<file path="config.mk">
export PLATFORM = sky130hd
export DESIGN_NAME = program_loader
export DESIGN_NICKNAME = d
export VERILOG_FILES = /design/src/rtl/program_loader.sv
export SDC_FILE = /design/constraint.sdc
export NUM_CORES = 1
export LEC_CHECK = 0
export CORE_MARGIN = 2
export CORE_UTILIZATION = 50
export CTS_CLUSTER_SIZE = 28
export DETAILED_ROUTE_END_ITERATION = 10
export HOLD_SLACK_MARGIN = 0.05
export PLACE_DENSITY_LB_ADDON = 0.3
export SETUP_SLACK_MARGIN = 0.05
export SKIP_LAST_GASP = 1
export SLEW_MARGIN = 0
export SYNTH_ARGS = -nofsm -noshare
export SYNTH_HDL_FRONTEND = slang
export SYNTH_SLANG_ARGS = --single-unit
</file>
<file path="constraint.sdc">
create_clock -name clock -period 4.8 [get_ports clock]
set_input_delay 0.96 -clock clock [delete_from_list [all_inputs] [get_ports clock]]
set_output_delay 0.96 -clock clock [all_outputs]
set_load 0.02 [all_outputs]
</file>
<file path="src/rtl/program_loader.sv">
// Boot loader: assembles little-endian 32-bit words from a byte stream into instruction memory
// and holds the core in reset until a valid image is loaded. Optional: PROGRAM_LOADER_CHECKSUM_EN.
module program_loader #(
   parameter int unsigned MAX_WORDS = 256,
   parameter logic [31:0] ADDR_BASE = 32'h0000_0000
) (
   input  logic        clock,
   input  logic        reset,
   input  logic        start,
   input  logic [7:0]  byteIn,
   input  logic        byteValid,
   output logic        byteReady,
   output logic        imemWrite,
   output logic [31:0] imemAddress,
   output logic [31:0] imemData,
   output logic        coreReset,
   output logic        busy,
   output logic        done,
   output logic        error,
   output logic [15:0] wordCount
);

`ifdef PROGRAM_LOADER_CHECKSUM_EN
   typedef enum logic [2:0] {
      StIdle, StLenLo, StLenHi, StData, StChk, StDone, StError
   } state_e;
`else
   typedef enum logic [2:0] {
      StIdle, StLenLo, StLenHi, StData, StDone, StError
   } state_e;
`endif

   state_e      state_q, state_d;
   logic [15:0] length_q, length_d;
   logic [1:0]  byte_idx_q, byte_idx_d;
   logic [23:0] buf_q, buf_d;
   logic [31:0] data_q, data_d;
   logic [31:0] addr_q, addr_d;
   logic        write_q, write_d;
   logic [15:0] word_cnt_q, word_cnt_d;
   logic [15:0] len_next;
   logic        accept;
   logic        ready;
`ifdef PROGRAM_LOADER_CHECKSUM_EN
   logic [7:0]  chk_q, chk_d;
   localparam state_e StLast = StChk;
`else
   localparam state_e StLast = StDone;
`endif

   assign accept = byteValid && ready;

   always_comb begin
      state_d    = state_q;
      length_d   = length_q;
      byte_idx_d = byte_idx_q;
      buf_d      = buf_q;
      data_d     = data_q;
      addr_d     = addr_q;
      write_d    = 1'b0;
      word_cnt_d = word_cnt_q;
      len_next   = {byteIn, length_q[7:0]};
`ifdef PROGRAM_LOADER_CHECKSUM_EN
      chk_d      = chk_q;
`endif
      unique case (state_q)
         StIdle, StDone, StError: begin
            if (start) begin
               state_d    = StLenLo;
               word_cnt_d = 16'd0;
               byte_idx_d = 2'd0;
`ifdef PROGRAM_LOADER_CHECKSUM_EN
               chk_d      = 8'd0;
`endif
            end
         end
         StLenLo: begin
            if (accept) begin
               length_d[7:0] = byteIn;
               state_d       = StLenHi;
`ifdef PROGRAM_LOADER_CHECKSUM_EN
               chk_d         = chk_q ^ byteIn;
`endif
            end
         end
         StLenHi: begin
            if (accept) begin
               length_d = len_next;
`ifdef PROGRAM_LOADER_CHECKSUM_EN
               chk_d    = chk_q ^ byteIn;
`endif
               if (len_next == 16'd0) begin
                  state_d = StLast;
               end else if (32'(len_next) > MAX_WORDS) begin
                  state_d = StError;
               end else begin
                  state_d = StData;
               end
            end
         end
         StData: begin
            if (accept) begin
               byte_idx_d = byte_idx_q + 2'd1;
`ifdef PROGRAM_LOADER_CHECKSUM_EN
               chk_d      = chk_q ^ byteIn;
`endif
               unique case (byte_idx_q)
                  2'd0: buf_d[7:0]   = byteIn;
                  2'd1: buf_d[15:8]  = byteIn;
                  2'd2: buf_d[23:16] = byteIn;
                  default: begin
                     data_d     = {byteIn, buf_q};
                     addr_d     = ADDR_BASE + {14'd0, word_cnt_q, 2'b00};
                     write_d    = 1'b1;
                     word_cnt_d = word_cnt_q + 16'd1;
                     if (word_cnt_d == length_q) begin
                        state_d = StLast;
                     end
                  end
               endcase
            end
         end
`ifdef PROGRAM_LOADER_CHECKSUM_EN
         StChk: begin
            if (accept) begin
               state_d = (byteIn == chk_q) ? StDone : StError;
            end
         end
`endif
         default: state_d = StIdle;
      endcase
   end

   always_comb begin
      ready = 1'b0;
      unique case (state_q)
`ifdef PROGRAM_LOADER_CHECKSUM_EN
         StLenLo, StLenHi, StData, StChk: ready = 1'b1;
`else
         StLenLo, StLenHi, StData: ready = 1'b1;
`endif
         default: ready = 1'b0;
      endcase
   end

   assign byteReady   = ready;
   assign busy        = ready;
   assign done        = (state_q == StDone);
   assign coreReset   = (state_q == StDone);
   assign error       = (state_q == StError);
   assign imemWrite   = write_q;
   assign imemAddress = addr_q;
   assign imemData    = data_q;
   assign wordCount   = word_cnt_q;

   always_ff @(posedge clock) begin
      if (!reset) begin
         state_q    <= StIdle;
         length_q   <= 16'd0;
         byte_idx_q <= 2'd0;
         buf_q      <= 24'd0;
         data_q     <= 32'd0;
         addr_q     <= ADDR_BASE;
         write_q    <= 1'b0;
         word_cnt_q <= 16'd0;
`ifdef PROGRAM_LOADER_CHECKSUM_EN
         chk_q      <= 8'd0;
`endif
      end else begin
         state_q    <= state_d;
         length_q   <= length_d;
         byte_idx_q <= byte_idx_d;
         buf_q      <= buf_d;
         data_q     <= data_d;
         addr_q     <= addr_d;
         write_q    <= write_d;
         word_cnt_q <= word_cnt_d;
`ifdef PROGRAM_LOADER_CHECKSUM_EN
         chk_q      <= chk_d;
`endif
      end
   end

endmodule

</file>
==> summary.log <==
INFO  critical_path  crit-reg2reg-launch=state_q[1]$_SDFFE_PN0P_
INFO  place          dp_cells=820
INFO  clock_network  clockRootBuffer=sky130_fd_sc_hd__clkbuf_8
INFO  global_routing grt_pass1_vias=4280
INFO  power_and_ir_drop vdd_drop_max=0.0001436V
INFO  power_and_ir_drop power_per_standard_cell_area=310.6mW/mm^2
INFO  power_and_ir_drop p_int=1.257mW
INFO  global_routing overflow_after_grt=0
INFO  critical_path  timing.reg2reg.setup_slack=1910ps
INFO  floorplanning  io_pins=98
INFO  synth          mappedNetlistArea=0.005016mm^2
INFO  synth          synthFlopType=sky130_fd_sc_hd__dfxtp_1
INFO  hold_path      hold-path-endpoint=imemData[7]$_SDFFE_PN0P_
INFO  place          dpl-instance-area=0.005749mm^2
INFO  drt            met2_length=6.240mm
INFO  drt            detail_route.first_pass.iterations=5
INFO  hold_path      start_point_of_the_worst_min_delay_path=buf_q[7]$_SDFFE_PN0P_
INFO  sta            number_of_max_slew_violations_in_the_final_report=0
INFO  global_routing grt_use_total=23.87%
INFO  floorplanning  die_height=104.2um
INFO  power_and_ir_drop pwr-share-comb=16.8%
INFO  power_and_ir_drop power.switching=591.6uW
INFO  sta            clock_skew_after_layout=15.67ps
INFO  finish         area_delta_synth_final=18.66%
INFO  synth          synth-edff-count=0
INFO  status         outcome=finished clean
INFO  critical_path  timing.critical_path.arrival=3410ps
INFO  finish         finish.cell_count_without_fillers=836
INFO  clock_network  cts_post_setup_buffers_inserted=0
INFO  clock_network  cts.clk_slew.worst_paths=120ps
INFO  hold_path      timing.hold.worst.class=reg -> reg
INFO  sta            rsz0062_at_grt=false
INFO  synth          ys_ff_latch=110
INFO  drt            first_iter_violations=272
INFO  drt            ant_nets=0
INFO  floorplanning  row_count=36
INFO  critical_path  crit_path_max_incr_delay=560ps
INFO  global_routing pin_count_of_the_biggest_net_entering_global_routing=62
INFO  critical_path  reg2reg_depth=7
INFO  sta            hold_slack=458.5ps
INFO  drt            drc_errors=0
INFO  finish         post_route_cells_drive_above_1_share=4.552%
INFO  sta            worst-slew-pin-transition=1074ps
INFO  critical_path  timing.critical_path.from_type=primary input
INFO  place          detailed_place_hpwl=8.773mm
INFO  synth          syn-instance-count=652
INFO  critical_path  crit_family=compound AO/OA/AOI/OAI gates
INFO  critical_path  crit_type=in -> reg
INFO  drt            wirelength_met1=5.720mm
INFO  floorplanning  chip_width=104.2um
INFO  power_and_ir_drop leakage=1.974nW
INFO  sta            finalSetupViolations=0
INFO  drt            highest-signal-layer=met4
INFO  critical_path  timing.critical_path.cells=clkdlybuf4s50_1 > and4b_1 > buf_4 > nand2_2 > o21ai_1 > o21ai_0 > a22oi_1 > nor2_1
INFO  clock_network  cts_made_buffers=9
INFO  place          portBuffers=81
INFO  critical_path  endpoint_required_time_on_the_critical_path=5060ps
INFO  place          detailedPlace.worstSlack=1218ps
INFO  synth          yosysWarningCount=0
INFO  critical_path  critical_path.reg2reg.endpoint=wordCount[13]$_SDFFE_PN0P_
INFO  power_and_ir_drop switching_share=32.00%
INFO  finish         final_cell_area=0.005952mm^2
INFO  synth          number_of_distinct_library_cell_variants_in_the_gate_level_netlist_after_synthesis=61
INFO  clock_network  tritoncts_clock_tree=done
INFO  drt            route.final.wire_length=12.92mm
INFO  clock_network  cts_hold_repair.buffers=0
INFO  sta            fin_ws=1643ps
INFO  synth          synth-seq-area-share=43.90%
INFO  clock_network  ctsHtreeMaxLevel=3
INFO  clock_network  cts_sinks=110
INFO  global_routing first_pass_grt_wire_length=21.01mm
INFO  drt            vias_per_cell=5.481
INFO  place          finalWeightedCongestion=0.9145
INFO  floorplanning  floorplan.initialDensity=51.32%
INFO  job            timing.max_cap.violations=0
INFO  synth          postSynth.asyncResetShare=0%
INFO  critical_path  slowest_stage_cell_cp=sky130_fd_sc_hd__clkdlybuf4s50_1
INFO  sta            slew_headroom=27.85%
INFO  critical_path  worst-path-max-fanout=29
INFO  finish         layout.nets=715
INFO  sta            layout_worst_path_cycle_share=65.76%
INFO  sta            post-route-min-period=3157ps
INFO  clock_network  clock_network_latency_to_the_later_pin_of_the_worst_skew_pair=390ps
INFO  floorplanning  design.die.area=0.01085mm^2
INFO  hold_path      worst_hold_path.num_cells=2
INFO  drt            routedWlPerCell=15.46um
INFO  power_and_ir_drop p_total=1.849mW
INFO  drt            num_vias=4582
INFO  finish         final_util=60.89%
INFO  synth          synth.avg_cell_area=7.693um^2
INFO  sta            final.setup.tns=0ps
INFO  floorplanning  fp.coreArea=0.009774mm^2
INFO  power_and_ir_drop sequential_power_share=53.2%
INFO  sta            timing_hold_violations_final=0
INFO  finish         antenna_cells_inserted=0
INFO  critical_path  setup.worst_path.end_class=register
INFO  sta            fmaxAchievable=0.3168GHz
INFO  critical_path  timing.critical_path.buf_inv=2
INFO  clock_network  clock_tree.buffer_depth=2
INFO  clock_network  ctsResizeCount=0
INFO  power_and_ir_drop share_clk_of_total_power=30.0%
INFO  global_routing antenna_found_initial=0
INFO  drt            wl_met3=713um
[cell usage in the layout, fill, tap and decap left out, types with 5 or more instances in the layout]
| cell type | n |
|---|---|
| sky130_fd_sc_hd__a21oi_1 | 106 |
| sky130_fd_sc_hd__clkbuf_8 | 9 |
| sky130_fd_sc_hd__clkdlybuf4s50_1 | 81 |
| sky130_fd_sc_hd__conb_1 | 16 |
| sky130_fd_sc_hd__dfxtp_1 | 110 |
| sky130_fd_sc_hd__ha_1 | 5 |
| sky130_fd_sc_hd__nand2_1 | 174 |
| sky130_fd_sc_hd__nand2b_1 | 5 |
| sky130_fd_sc_hd__nand3_1 | 36 |
| sky130_fd_sc_hd__nor2_1 | 28 |
| sky130_fd_sc_hd__nor3_1 | 9 |
| sky130_fd_sc_hd__nor4_1 | 5 |
| sky130_fd_sc_hd__o21ai_0 | 17 |
| sky130_fd_sc_hd__xnor2_1 | 13 |
| sky130_fd_sc_hd__xor2_1 | 8 |
[registers in the layout, indices dropped and copies added, names as in the netlist]
signal       flops
state_q          3
imemData        32
buf_q           24
imemWrite        1
length_q        16
imemAddress     16
byte_idx_q       2
wordCount       16
[cell type report]
class	count	area [um^2]
Sequential cell	110	2202
Timing Repair Buffer	85	853.3
Multi-Input combinational cell	487	2509
Inverter	5	18.77
Tap cell	133	166.4
Clock buffer	9	123.9
Fill cell	923	3822
Clock inverter	7	78.83
[synth_stat cells, types with 5 or more instances]
| cell | instances | area, um^2 |
|---|---|---|
| sky130_fd_sc_hd__dfxtp_1 | 110 | 2202 |
| sky130_fd_sc_hd__nor4_1 | 5 | 31.28 |
| sky130_fd_sc_hd__ha_1 | 5 | 62.56 |
| sky130_fd_sc_hd__a21oi_1 | 106 | 530.5 |
| sky130_fd_sc_hd__xnor2_1 | 13 | 113.9 |
| sky130_fd_sc_hd__buf_4 | 23 | 172.7 |
| sky130_fd_sc_hd__buf_2 | 6 | 30.03 |
| sky130_fd_sc_hd__nand3_1 | 36 | 180.2 |
| sky130_fd_sc_hd__clkbuf_1 | 30 | 112.6 |
| sky130_fd_sc_hd__o21ai_0 | 17 | 85.08 |
| sky130_fd_sc_hd__xor2_1 | 8 | 70.07 |
| sky130_fd_sc_hd__nand2_1 | 175 | 656.9 |
| sky130_fd_sc_hd__nor2_1 | 28 | 105.1 |
| sky130_fd_sc_hd__nor3_1 | 9 | 45.04 |
| sky130_fd_sc_hd__nand2b_1 | 5 | 31.28 |
[kinds of logic (layout without fill, tap and decap cells)]
kind of cell | Yosys count | after routing | share of synthesized area, %
flops | 110 | 110 | 43.90
buf+inv | 70 | 106 | 7.283
other cells | 1 | 16 | 0.07476
compound gates | 147 | 147 | 16.14
fa+ha+maj | 5 | 5 | 1.247
simple gates | 296 | 296 | 27.26
mux | 2 | 2 | 0.4240
xor+xnor | 21 | 21 | 3.667
[power by group through the flow]
stage	clock network (mW)	logic (mW)	registers (mW)
after floorplan	0	0.258	0.974
after global placement	0	0.302	1.00
after detailed placement	0	0.308	1.00
after CTS	0.568	0.309	0.983
after global routing	0.604	0.342	0.990
final	0.554	0.311	0.983
[tightest hold or removal path, stage by stage, from the launching register on]
cell and delay [ps]:
sky130_fd_sc_hd__dfxtp_1 330, sky130_fd_sc_hd__nand2_1 50, sky130_fd_sc_hd__a21oi_1 50
[per-layer routing]
metal / vias to the layer above / global-route usage, %
met4: 0 / 9.363
met5: - / 0
met1: 2129 / 30.89
met3: 21 / 3.571
li1: 2272 / -
met2: 160 / 40.13
[worst max path at each step]
stage	endpoint	start	slack, ps	depth (start not counted)
4_1_cts	wordCount[13]$_SDFFE_PN0P_	byteValid	1670	8
2_1_floorplan	done	state_q[1]$_SDFFE_PN0P_	2320	4
3_3_place_gp	wordCount[13]$_SDFFE_PN0P_	byteValid	1330	8
5_1_grt	wordCount[5]$_SDFFE_PN0P_	byteValid	1420	8
3_5_place_dp	wordCount[13]$_SDFFE_PN0P_	byteValid	1220	8
6_report	wordCount[13]$_SDFFE_PN0P_	byteValid	1640	8
No activity file was read; power rests on OpenSTA's default activity.
